<file path="config.mk">
export PLATFORM = sky130hd
export DESIGN_NAME = result_packer_flat
export DESIGN_NICKNAME = d
export VERILOG_FILES = /design/src/rtl/result_packer_if.sv /design/src/rtl/result_packer.sv /design/src/flat_wrapper.sv
export SDC_FILE = /design/constraint.sdc
export NUM_CORES = 1
export LEC_CHECK = 0
export BUFFER_PORTS_ARGS = -buffer_cell sky130_fd_sc_hd__buf_2
export CAP_MARGIN = 25
export CORE_ASPECT_RATIO = 1.4
export CORE_MARGIN = 2
export CORE_UTILIZATION = 38
export CTS_CLUSTER_SIZE = 8
export DETAILED_ROUTE_END_ITERATION = 8
export PLACE_DENSITY = 0.65
export SKIP_LAST_GASP = 1
export SLEW_MARGIN = 20
export SYNTH_ARGS = -nofsm -noshare
export SYNTH_HDL_FRONTEND = slang
export SYNTH_SLANG_ARGS = --single-unit
</file>
<file path="constraint.sdc">
create_clock -name clk_i -period 4.89 [get_ports clk_i]
set_clock_uncertainty 0.2 [all_clocks]
set_input_delay 0.489 -clock clk_i [delete_from_list [all_inputs] [get_ports clk_i]]
set_output_delay 0.489 -clock clk_i [all_outputs]
set_load 0.05 [all_outputs]
</file>
<file path="src/rtl/result_packer_if.sv">
// Handshake bundle between the ALU result path (master) and the result packer (slave).
interface result_packer_if #(
  parameter int DATA_W        = 32,
  parameter int MEM_WORD_SIZE = 64,
  parameter int OUT_DEPTH     = 2
);
  localparam int SLOTS  = MEM_WORD_SIZE / DATA_W;
  localparam int SEL_W  = (SLOTS > 1) ? $clog2(SLOTS) : 1;
  localparam int FILL_W = $clog2(OUT_DEPTH + 1);

  logic                     in_valid_i;
  logic                     in_ready_o;
  logic [DATA_W-1:0]        result_i;
  logic                     addr_mode_i;
  logic [SEL_W-1:0]         slot_sel_i;
  logic                     flush_i;
  logic                     out_valid_o;
  logic                     out_ready_i;
  logic [MEM_WORD_SIZE-1:0] out_data_o;
  logic [SLOTS-1:0]         out_mask_o;
  logic [FILL_W-1:0]        fill_o;

  modport master (
    output in_valid_i, result_i, addr_mode_i, slot_sel_i, flush_i, out_ready_i,
    input  in_ready_o, out_valid_o, out_data_o, out_mask_o, fill_o
  );

  modport slave (
    input  in_valid_i, result_i, addr_mode_i, slot_sel_i, flush_i, out_ready_i,
    output in_ready_o, out_valid_o, out_data_o, out_mask_o, fill_o
  );
endinterface

</file>
<file path="src/rtl/result_packer.sv">
// Packs DATA_W results into MEM_WORD_SIZE words (auto or addressed lanes) and
// queues finished/flushed words with a lane mask in a small output FIFO.
module result_packer_lane #(
  parameter int DATA_W = 32
) (
  input  logic              clk_i,
  input  logic              rst_i,
  input  logic              wr,
  input  logic              clr,
  input  logic [DATA_W-1:0] din,
  output logic [DATA_W-1:0] merged,
  output logic              merged_set
);
  logic [DATA_W-1:0] q;
  logic              set;

  always_ff @(posedge clk_i or negedge rst_i) begin
    if (!rst_i) begin
      q   <= '0;
      set <= 1'b0;
    end else if (clr) begin
      q   <= '0;
      set <= 1'b0;
    end else if (wr) begin
      q   <= din;
      set <= 1'b1;
    end
  end

  // same-cycle write is visible so a completing or flushed word includes it
  assign merged     = wr ? din : q;
  assign merged_set = set | wr;
endmodule

module result_packer #(
  parameter int DATA_W        = 32,
  parameter int MEM_WORD_SIZE = 64,
  parameter int OUT_DEPTH     = 2
) (
  input  logic            clk_i,
  input  logic            rst_i,
  result_packer_if.slave  bus
);
  localparam int SLOTS  = MEM_WORD_SIZE / DATA_W;
  localparam int SEL_W  = (SLOTS > 1) ? $clog2(SLOTS) : 1;
  localparam int FILL_W = $clog2(OUT_DEPTH + 1);
  localparam int PTR_W  = (OUT_DEPTH > 1) ? $clog2(OUT_DEPTH) : 1;
  localparam logic [SEL_W-1:0]  LANE_LAST = SEL_W'(SLOTS - 1);
  localparam logic [PTR_W-1:0]  FIFO_LAST = PTR_W'(OUT_DEPTH - 1);
  localparam logic [FILL_W-1:0] DEPTH_C   = FILL_W'(OUT_DEPTH);

  logic [SEL_W-1:0]              ptr, lane;
  logic                          accept, flush_take, push, pop, clr;
  logic [SLOTS-1:0]              wr, merged_set;
  logic [SLOTS-1:0][DATA_W-1:0]  merged;

  logic [MEM_WORD_SIZE-1:0] mem_d [OUT_DEPTH];
  logic [SLOTS-1:0]         mem_m [OUT_DEPTH];
  logic [PTR_W-1:0]         wr_ptr, rd_ptr;
  logic [FILL_W-1:0]        fill;

  assign bus.in_ready_o = (fill < DEPTH_C);
  assign accept         = bus.in_valid_i & bus.in_ready_o;
  assign flush_take     = bus.flush_i & bus.in_ready_o;
  assign lane           = bus.addr_mode_i ? bus.slot_sel_i : ptr;

  for (genvar k = 0; k < SLOTS; k++) begin : g_lane
    assign wr[k] = accept && (lane == SEL_W'(k));
    result_packer_lane #(.DATA_W(DATA_W)) u_lane (
      .clk_i      (clk_i),
      .rst_i      (rst_i),
      .wr         (wr[k]),
      .clr        (clr),
      .din        (bus.result_i),
      .merged     (merged[k]),
      .merged_set (merged_set[k])
    );
  end

  assign push = (accept && (&merged_set)) || (flush_take && (|merged_set));
  // an empty flush still clears the pointer
  assign clr  = push || flush_take;
  assign pop  = bus.out_valid_o & bus.out_ready_i;

  always_ff @(posedge clk_i or negedge rst_i) begin
    if (!rst_i)
      ptr <= '0;
    else if (clr)
      ptr <= '0;
    else if (accept && !bus.addr_mode_i)
      ptr <= (ptr == LANE_LAST) ? '0 : ptr + 1'b1;
  end

  always_ff @(posedge clk_i or negedge rst_i) begin
    if (!rst_i) begin
      for (int i = 0; i < OUT_DEPTH; i++) begin
        mem_d[i] <= '0;
        mem_m[i] <= '0;
      end
      wr_ptr <= '0;
      rd_ptr <= '0;
      fill   <= '0;
    end else begin
      if (push) begin
        mem_d[wr_ptr] <= merged;
        mem_m[wr_ptr] <= merged_set;
        wr_ptr        <= (wr_ptr == FIFO_LAST) ? '0 : wr_ptr + 1'b1;
      end
      if (pop)
        rd_ptr <= (rd_ptr == FIFO_LAST) ? '0 : rd_ptr + 1'b1;
      case ({push, pop})
        2'b10:   fill <= fill + 1'b1;
        2'b01:   fill <= fill - 1'b1;
        default: fill <= fill;
      endcase
    end
  end

  assign bus.fill_o      = fill;
  assign bus.out_valid_o = (fill != '0);
  assign bus.out_data_o  = bus.out_valid_o ? mem_d[rd_ptr] : '0;
  assign bus.out_mask_o  = bus.out_valid_o ? mem_m[rd_ptr] : '0;
endmodule

</file>
<file path="src/flat_wrapper.sv">
// flat-port wrapper written by rule: the top's interface ports become plain ports
module result_packer_flat 
#(
  parameter int DATA_W        = 32,
  parameter int MEM_WORD_SIZE = 64,
  parameter int OUT_DEPTH     = 2
)
  (clk_i, rst_i, bus_in_valid_i, bus_result_i, bus_addr_mode_i, bus_slot_sel_i, bus_flush_i, bus_out_ready_i, bus_in_ready_o, bus_out_valid_o, bus_out_data_o, bus_out_mask_o, bus_fill_o);
  result_packer_if #(.DATA_W(DATA_W), .MEM_WORD_SIZE(MEM_WORD_SIZE), .OUT_DEPTH(OUT_DEPTH)) bus_i ();
  input  logic clk_i;
  input  logic rst_i;
  input wire logic [$bits(bus_i.in_valid_i)-1:0] bus_in_valid_i;
  input wire logic [$bits(bus_i.result_i)-1:0] bus_result_i;
  input wire logic [$bits(bus_i.addr_mode_i)-1:0] bus_addr_mode_i;
  input wire logic [$bits(bus_i.slot_sel_i)-1:0] bus_slot_sel_i;
  input wire logic [$bits(bus_i.flush_i)-1:0] bus_flush_i;
  input wire logic [$bits(bus_i.out_ready_i)-1:0] bus_out_ready_i;
  output wire logic [$bits(bus_i.in_ready_o)-1:0] bus_in_ready_o;
  output wire logic [$bits(bus_i.out_valid_o)-1:0] bus_out_valid_o;
  output wire logic [$bits(bus_i.out_data_o)-1:0] bus_out_data_o;
  output wire logic [$bits(bus_i.out_mask_o)-1:0] bus_out_mask_o;
  output wire logic [$bits(bus_i.fill_o)-1:0] bus_fill_o;
  assign bus_i.in_valid_i = bus_in_valid_i;
  assign bus_i.result_i = bus_result_i;
  assign bus_i.addr_mode_i = bus_addr_mode_i;
  assign bus_i.slot_sel_i = bus_slot_sel_i;
  assign bus_i.flush_i = bus_flush_i;
  assign bus_i.out_ready_i = bus_out_ready_i;
  assign bus_in_ready_o = bus_i.in_ready_o;
  assign bus_out_valid_o = bus_i.out_valid_o;
  assign bus_out_data_o = bus_i.out_data_o;
  assign bus_out_mask_o = bus_i.out_mask_o;
  assign bus_fill_o = bus_i.fill_o;
  result_packer #(.DATA_W(DATA_W), .MEM_WORD_SIZE(MEM_WORD_SIZE), .OUT_DEPTH(OUT_DEPTH)) u_core (.clk_i(clk_i), .rst_i(rst_i), .bus(bus_i));
endmodule
</file>
---- Yosys cells after proc, flatten, opt, wreduce, memory -nomap -nowiden ----
Cells that the tools add are included.
operators by class
  equality and inequality tests ........... 2
  bitwise operators ....................... 8
  add/sub/neg operators ................... 5
  order comparisons ....................... 4
  reduce and logical (&&, ||, !) cells .... 16
  multiplexer cells ....................... 29
operator list
  kind                                                  count
  two-way mux 64 bit                                    5
  bitwise mux 128 bit                                   1
  two-way mux 32 bit                                    4
  demux 64 bit (select 1 bit)                           1
  two-way mux 1 bit                                     10
  two-way mux 2 bit                                     5
  nonzero test 2 bit                                    5
  logical AND 1 bit                                     6
  bitwise mux 4 bit                                     1
  >= comparator 2 bit (second input constant)           2
  inverter 1 -> 2 bit                                   2
  one-hot mux 2 bit (2 select lines)                    1
  adder 1 bit (second input constant)                   3
  AND 1 bit                                             3
  adder 2 x 1 -> 2 bit (second input constant)          1
  demux 2 bit (select 1 bit)                            1
  equality test 2 x 1 -> 1 bit (second input constant)  1
  equality test 2 bit (second input constant)           1
  logical OR 1 bit                                      2
  < comparator 2 x 1 -> 1 bit (second input constant)   1
  < comparator 2 bit (second input constant)            1
  OR 1 bit                                              2
  AND reduction 2 bit                                   1
  OR reduction 2 bit                                    1
  other kinds (3)                                       3
word-level totals
  word-level logic and storage cells ...... 76
  output and inout bits ................... 70
  register bits after elaboration ......... 203

---- Logic depth before layout (Yosys ltp) ----
Gate-level depths: netlist of run 1.
  depth in word-level cells ............... 9
  depth in mapped cells ................... 7
  gate-level depth less buffers ........... 7

---- Hierarchy ----
Synthesis of run 1 repeated with hierarchy kept, for this count alone.
second synthesis, totals
  cell total of the unflattened synthesis .. 673
  area, all modules ....................... 9326.4 um^2
modules (own cells, without submodules)
  module              cells an instance  area each (um^2)  seq. area each (um^2)  instances
  result_packer       461                6198.4            3428.3                 1
  result_packer_lane  106                1564.0            825.8                  2

---- Worst setup path before layout of run 1 ----
OpenSTA, ideal clock, no wires.
  path type ............................... reg2out
  start point ............................. register u_core.rd_ptr
  end point ............................... output port bus_out_data_o[32]
  arrival ................................. 1921 ps
  slack ................................... 2280 ps
  data required time ...................... 4201 ps
  stages on the path, launching flop included .. 6
  cell sequence ........................... dfrtp_1 clkbuf_1 buf_1 buf_2 mux2i_1 nor2_1
on the way
  longest elaborated chain between the ends .. 5
ends and longest elaborated chain
  item                                                    RTL line              text
  start, declared                                         result_packer.sv:59   logic [PTR_W-1:0] wr_ptr, rd_ptr;
  start signal, assigned                                  result_packer.sv:110  rd_ptr <= (rd_ptr == FIFO_LAST) ? '0 : rd_ptr + 1'b1;
  inverter 1 -> 2 bit (not written as such)               result_packer.sv:121  assign bus.out_data_o = bus.out_valid_o ? mem_d[rd_ptr] : '0;
  two-way mux 64 bit (not written as such) (3 in series)  result_packer.sv:121
  two-way mux 64 bit                                      result_packer.sv:121
  end, declared                                           flat_wrapper.sv:20    output wire logic [$bits(bus_i.out_data_o)-1:0] bus_out_data_o;
No other way between the ends. The select of a mux whose other input is x is not followed.

---- Worst setup path after layout of run 1 ----
  start point ............................. register u_core.fill[0], in the netlist u_core.bus.fill_o[0]
  end point ............................... output port bus_out_mask_o[1]
on the way
  longest elaborated chain between the ends .. 2
ends and longest elaborated chain
  item                    RTL line              text
  start, declared         result_packer.sv:60   logic [FILL_W-1:0] fill;
  start signal, assigned  result_packer.sv:112  2'b10: fill <= fill + 1'b1;
  start signal, assigned  result_packer.sv:113  2'b01: fill <= fill - 1'b1;
  start signal, assigned  result_packer.sv:114  default: fill <= fill;
  nonzero test 2 bit      result_packer.sv:120  assign bus.out_valid_o = (fill != '0);
  two-way mux 2 bit       result_packer.sv:122  assign bus.out_mask_o = bus.out_valid_o ? mem_m[rd_ptr] : '0;
  end, declared           flat_wrapper.sv:21    output wire logic [$bits(bus_i.out_mask_o)-1:0] bus_out_mask_o;
No other way between the ends.

==> results of run 1 <==
critical path, delay by kind of cell (launching register included):
| family | cells | cell delay (ns) |
|---|---|---|
| flops | 1 | 0.45 |
| buf+inv | 2 | 0.83 |
| simple gates | 2 | 0.69 |
registers in the layout, summed over array words and instances (netlist names):
register                  flops
u_core.bus.fill_o             2
u_core.g_lane.u_lane.q       64
u_core.g_lane.u_lane.set      2
u_core.mem_d                128
u_core.mem_m                  4
u_core.ptr                    1
u_core.rd_ptr                 1
u_core.wr_ptr                 1
stage by stage:
step,std cells,utilization (%),worst slack (ns)
5_1_grt,1085,45.7,1.50
2_1_floorplan,669,-,2.28
3_3_place_gp,1052,42.5,1.64
3_5_place_dp,1052,42.5,1.59
6_report,1085,45.7,1.69
4_1_cts,1085,45.7,1.57
synthesized netlist by cell type:
library cell / number
or2_2: 2
buf_2: 17
mux2_1: 40
nor3_2: 1
nor2b_1: 66
buf_1: 6
nor3b_2: 1
mux2i_2: 1
mux2_4: 1
xor2_1: 1
buf_6: 4
nor2_1: 73
clkbuf_1: 9
nand3_2: 1
buf_4: 6
o2bb2ai_1: 1
inv_1: 2
mux2_2: 156
nand2b_1: 2
o21ai_0: 1
and2_1: 1
o21a_1: 1
mux2i_1: 67
xnor2_1: 5
ha_1: 1
dfrtp_1: 203
cell type report:
cell class / count / area [um2]
Inverter: 2 / 7.51
Tap cell: 306 / 383
Clock buffer: 30 / 729
Fill cell: 2187 / 12700
Multi-Input combinational cell: 422 / 3790
Clock inverter: 2 / 16.3
Timing Repair Buffer: 120 / 667
Sequential cell: 203 / 5080
path summary, 6_finish.rpt:
kind                            slack [ns]  cells past startpoint                end
worst max-delay path                  1.69                      4  bus_out_mask_o[1]
worst min-delay path                  0.15                      4         u_core.ptr
worst max register to register        1.90                      5   u_core.mem_d[43]
worst min register to register        0.28                      1  u_core.mem_d[117]
max in group asynchronous             3.04                      3      u_core.rd_ptr
min in group asynchronous             0.40                      2  u_core.mem_d[119]
where the power goes:
group	switching (mW)	total [mW]	internal, mW
Combinational	2.23	3.55	1.32
Sequential	0.366	2.73	2.37
Clock	0.670	1.70	1.04
Total	3.27	7.99	4.72
cell families after synthesis:
group	count (synthesis)
muxes	265
AOI/OAI and AO/OA	3
adders and majority gates	1
DFF	203
and+or+nand+nor	147
buffers and inverters	44
xor gates and xnor gates	6
per-layer routing:
metal	vias to the layer above	wire length, um	share of wire (%)	track usage, %
met1	2733	8300	43	19.9
met3	30	890	4.6	3.10
met5	-	0	0	0
li1	2478	-	-	-
met4	0	350	1.8	4.21
met2	94	9870	51	27.1
layout by cell type, fill, tap and decap left out, drive strengths merged:
master and n:
o21a 1, nor3 1, clkinvlp 1, dfrtp 203
mux2i 68, nor3b 1, xnor2 5, nor2b 66
clkbuf 31, dlygate4sd3 1, mux2 197, o21ai 1
nand3 1, inv 3, or2 2, xor2 1
nand2b 2, and2 1, o2bb2ai 1, nor2 73
buf 118, ha 1
==> flow_summary.ini, run 1 <==
[logic_synthesis]
synth_area_mm2 = 0.00906
synth-seq-cells = 203
ys.warnings.count = 0
synthDistinctLibCells = 26
synth_area_leaders = dfrtp_1 56%, mux2_2 19%, mux2i_1 7.4%
synth_compound_area_share_pct = 0.235
synthMuxAreaShare_pct = 32.1
yosysTopAreaCellShare_pct = 56.1
synthesis.instances = 669
yosys.area.top_type = dfrtp_1
synth_top_family_by_area = multiplexers
synthXorXnorAreaFrac_pct = 0.580
yosysSeqAreaShare_pct = 56.1
yosys.area_share.simple_pct = 8.28
synthAdderAreaFrac_pct = 0.138
syn-num-nets = 709
avgSynthCellArea_um2 = 13.5

[timing]
drv_slew = 0
whs_ns = 0.148
setup_tns_ns = 0
worst_pin_slew_ns = 1.02
finalSetupViolCount = 0
post-route-period-util_pct = 65.5
fin_crit_ns = 3.20
hold_viol = 0
max_slew_margin_pct = 32.2
fmaxAchievable_ghz = 0.312
rsz0062_at_grt = false

[die]
start_util_pct = 38.8
fp.dieW_um = 135
ios = 109
dieHeight_um = 187
num_rows = 66
fp.coreArea_mm2 = 0.0234
die_area_mm2 = 0.0251

[cts]
cts.hold.buffers_added = 1
cts_resized = 0
cts_root_buf = clkbuf_16
clock_sinks = 203
worstSkewPairLatency_ns = 0.53
cts.clk_slew.worst_paths_ns = 0.05
cts_buffers = 29
htree_levels = 1
cts_tree = yes
clock_path_buffers = 3
post_cts_buffers = 0

[power]
p_total_mw = 7.99
power.density_mw_per_mm2 = 749
p_leak_nw = 5.47
ir_drop_v = 0.000399

[critical_path]
cp_cell_sequence = nor2_4, buf_4, nor2_1, buf_2
slowest_delay_ns = 0.58
required_ns = 4.20
end_kind = output pin
timing.rr.start = u_core.ptr
worst_setup_path_start_kind = register
arrival_ns = 2.51
cp_max_fo = 45
startpoint = u_core.bus.fill_o[0]
path_class = register to output pin
slowest_stage = buf_4

[placed_design]
hpwl_um = 12000
place_congestion = 0.722
numPortBuffers = 108
post_dp_cell_area_mm2 = 0.00992

[grt]
grt-ovfl-total = 0
grt_usage_pct = 15.7
grt_pass1_vias = 5721
grt_max_degree = 105
antenna_found_initial = 0
grt_pass1_wl_um = 31300

[routing]
drc = 0
wire_per_inst_um = 17.9
via_count = 5335
drt_pass1_iterations = 4
drt-total-wl_um = 19400
vias_per_cell = 4.92
ant_nets = 0
drt_iter0_markers = 218

[finish]
nNetsFinal = 818
final_area_mm2 = 0.0107
area_delta_synth_final_pct = 17.8
diodes = 0
drive_gt1_share_pct = 40.7

[run_status]
status = complete, no violations

[run]
max_cap_violations = 0

[min_path]
hp-class = input pin to register
min-delay-start = bus_addr_mode_i
No activity file was read; power rests on OpenSTA's default activity.
==> inputs of run 2 (changes only) <==
Settings changed: ABC_AREA set to 1, PLACE_DENSITY 0.65 to 0.67.
Clock period 4.89 ns to 2.65 ns, I/O delays scaled along.
==> run 2 against run 1 <==
  * Sequential share of layout area decreased by 2.5 points
  * Final cell count increased by 49%
  * Cell area increased by 5.4%
  * First-iteration DRC count increased to 2.9 times the previous value
  * Flip-flop and latch count unchanged
  * Sequential power increased by 77%
  * Global-route usage increased by 5.2 points
==> flow_summary.ini, run 2 <==
[critical_path]
cp_cell_sequence = clkinv_2, buf_12, nand2_1, a21oi_1, buf_2
end_kind = output pin
slowest_stage = dfrtp_2
path_class = register to output pin
worst_setup_path_start_kind = register
arrival_ns = 2.05
slowest_delay_ns = 0.42
required_ns = 2.18
cp_max_fo = 36

[cts]
worstSkewPairLatency_ns = 0.54
post_cts_buffers = 0
clock_path_buffers = 3
htree_levels = 1
cts.clk_slew.worst_paths_ns = 0.05
cts_tree = yes
cts_root_buf = clkbuf_16
cts_buffers = 29
clock_sinks = 203

[logic_synthesis]
ys.warnings.count = 0
synth_area_leaders = dfrtp_1 54%, nand2_1 23%, nand3_1 9.0%
syn-num-nets = 1224
async_reset_ff_share_pct = 100
avgSynthCellArea_um2 = 7.88
yosys.area.top_type = dfrtp_1
yosysSeqAreaShare_pct = 54.5
synth_common_cells = 563 x nand2_1, 203 x dfrtp_1, 167 x nand3_1
synthDistinctLibCells = 19
synthesis.instances = 1184
synth_ff_type = dfrtp_1
synth_edf_count = 0
synth_area_mm2 = 0.00933
yosysTopAreaCellShare_pct = 54.5
synth-seq-cells = 203
synth.most_common_cell = nand2_1

[routing]
maxUsedRoutingLayer = met4
drc = 0
wl_met1_um = 11400
ant_nets = 0
wl_met3_um = 1530
vias_per_cell = 5.19
via_count = 8374
drt-total-wl_um = 26400
wire_per_inst_um = 16.4
drt_iter0_markers = 642
wl_met2_um = 12500
drt_pass1_iterations = 5

[finish]
largest_register = u_core.mem_d
final_common_cell = nand2_1
top_regs = u_core.mem_d x128, u_core.g_lane.u_lane.q x64, u_core.mem_m x4
drive_gt1_share_pct = 14.3
final_cell_mix = 562 x nand2_1, 201 x dfrtp_1, 167 x nand3_1
nNetsFinal = 1341
diodes = 0
nFillCells = 2300
final_area_mm2 = 0.0113
largest_reg_flops = 128
area_delta_synth_final_pct = 20.7
instances_no_fill = 1613

[timing]
drv_slew = 0
timing.final.ws_setup_ns = 0.136
max_slew_margin_pct = 54.9
rsz0062_at_grt = false
fmaxAchievable_ghz = 0.398
worst_pin_slew_ns = 0.677
fin_crit_ns = 2.51
setup_tns_ns = 0
post-route-period-util_pct = 94.9
hold_viol = 0
finalSetupViolCount = 0

[die]
die_area_mm2 = 0.0258
fp.dieW_um = 136
num_rows = 67
dieHeight_um = 189
start_util_pct = 38.8
fp.coreArea_mm2 = 0.0241
ios = 109

[grt]
grt_usage_pct = 20.9
antenna_found_initial = 0
grt-ovfl-total = 0
grt_max_degree = 76
grt_pass1_wl_um = 43200
grt_pass1_vias = 8306

[power]
p_total_mw = 14.9
ir_drop_v = 0.000681
p_leak_nw = 6.04
power.density_mw_per_mm2 = 1320

[placed_design]
post-place-cells = 1544
post_dp_cell_area_mm2 = 0.0101
post-place-ws_ns = 0.430
hpwl_um = 16300
place_congestion = 0.817
numPortBuffers = 108

[run]
max_cap_violations = 0

[min_path]
hp-class = input pin to register

[run_status]
status = complete, no violations
-- run 2: cell count changes after synthesis, moves of 6 or more --
cell and delta:
nand2_1 +563, nand3_1 +167, mux2_2 -156, a21oi_1 +133, nor2_1 -69, mux2i_1 -67, nor2b_1 -66, mux2_1 -40
clkbuf_1 +36, inv_1 +7, buf_6 +6, nand2_2 +6
-- run 2: critical path: cells and delay by family, from the launching register on --
| family | cells | cell delay, ns |
|---|---|---|
| flip-flops | 1 | 0.42 |
| buffers and inverters | 3 | 0.81 |
| AND/OR/NAND/NOR | 1 | 0.07 |
| AO/OA/AOI/OAI | 1 | 0.20 |
-- run 2: cell type report --
class                   instances  area (um2)  area share (%)
flip-flops and latches        203        5080            45.2
inverters                      12        48.8           0.434
multi-input cells             882        3760            33.4
clock buffers                  31         733            6.51
well taps                     310         388            3.45
clock inverters                 2        16.3           0.145
repair buffers                173        1230            10.9
-- run 2: routing by layer --
metal | GRT usage, % | up-vias
met5 | 0 | -
met4 | 9.13 | 0
met3 | 2.46 | 75
met2 | 33.8 | 297
met1 | 28.3 | 3983
li1 | - | 4019
-- run 2: power breakdown --
part           total (mW)  internal, mW  switching [mW]
combinational        6.85          1.70            5.15
sequential           4.82          4.28           0.543
clock                3.18          1.92            1.27
total                14.9          7.89            6.96
-- run 2: worst paths after layout --
check | slack (ns) | end | start | depth (start not counted)
max in group asynchronous | 1.40 | u_core.mem_d[101] | rst_i | 3
worst min-delay path | 0.06 | u_core.ptr | bus_in_valid_i | 5
worst max-delay path | 0.14 | bus_out_data_o[7] | u_core.rd_ptr | 5
worst max register to register | 0.42 | u_core.mem_d[15] | u_core.bus.fill_o[1] | 11
worst min register to register | 0.27 | u_core.mem_d[84] | u_core.mem_d[84] | 2
min in group asynchronous | 0.10 | u_core.mem_d[121] | rst_i | 2
-- run 2: logic make-up (layout without fill, tap and decap cells) --
group | count (synthesis) | in the layout | share of synthesized area, %
flip-flops | 203 | 203 | 54.5
buffers and inverters | 99 | 218 | 5.33
XOR/XNOR | 4 | 4 | 0.376
AND/OR/NAND/NOR | 743 | 743 | 32.5
adder cells (fa/ha/maj) | 1 | 1 | 0.134
AO/OA/AOI/OAI | 134 | 134 | 7.19
-- run 2: stage by stage --
stage,utilization (%),hold slack (ns)
2_1_floorplan,-,-0.231
3_3_place_gp,42.2,0.123
3_5_place_dp,42.2,0.131
4_1_cts,46.8,0.0418
5_1_grt,46.8,0.0766
6_report,46.8,0.0569
-- run 2: repair_timing --
action / 4_1_cts / 5_1_grt
gates resized for setup: 0 / 1
endpoints found under the hold margin: 210 / 0
endpoints found under the setup margin: 0 / 1
hold buffers: 36 / 0
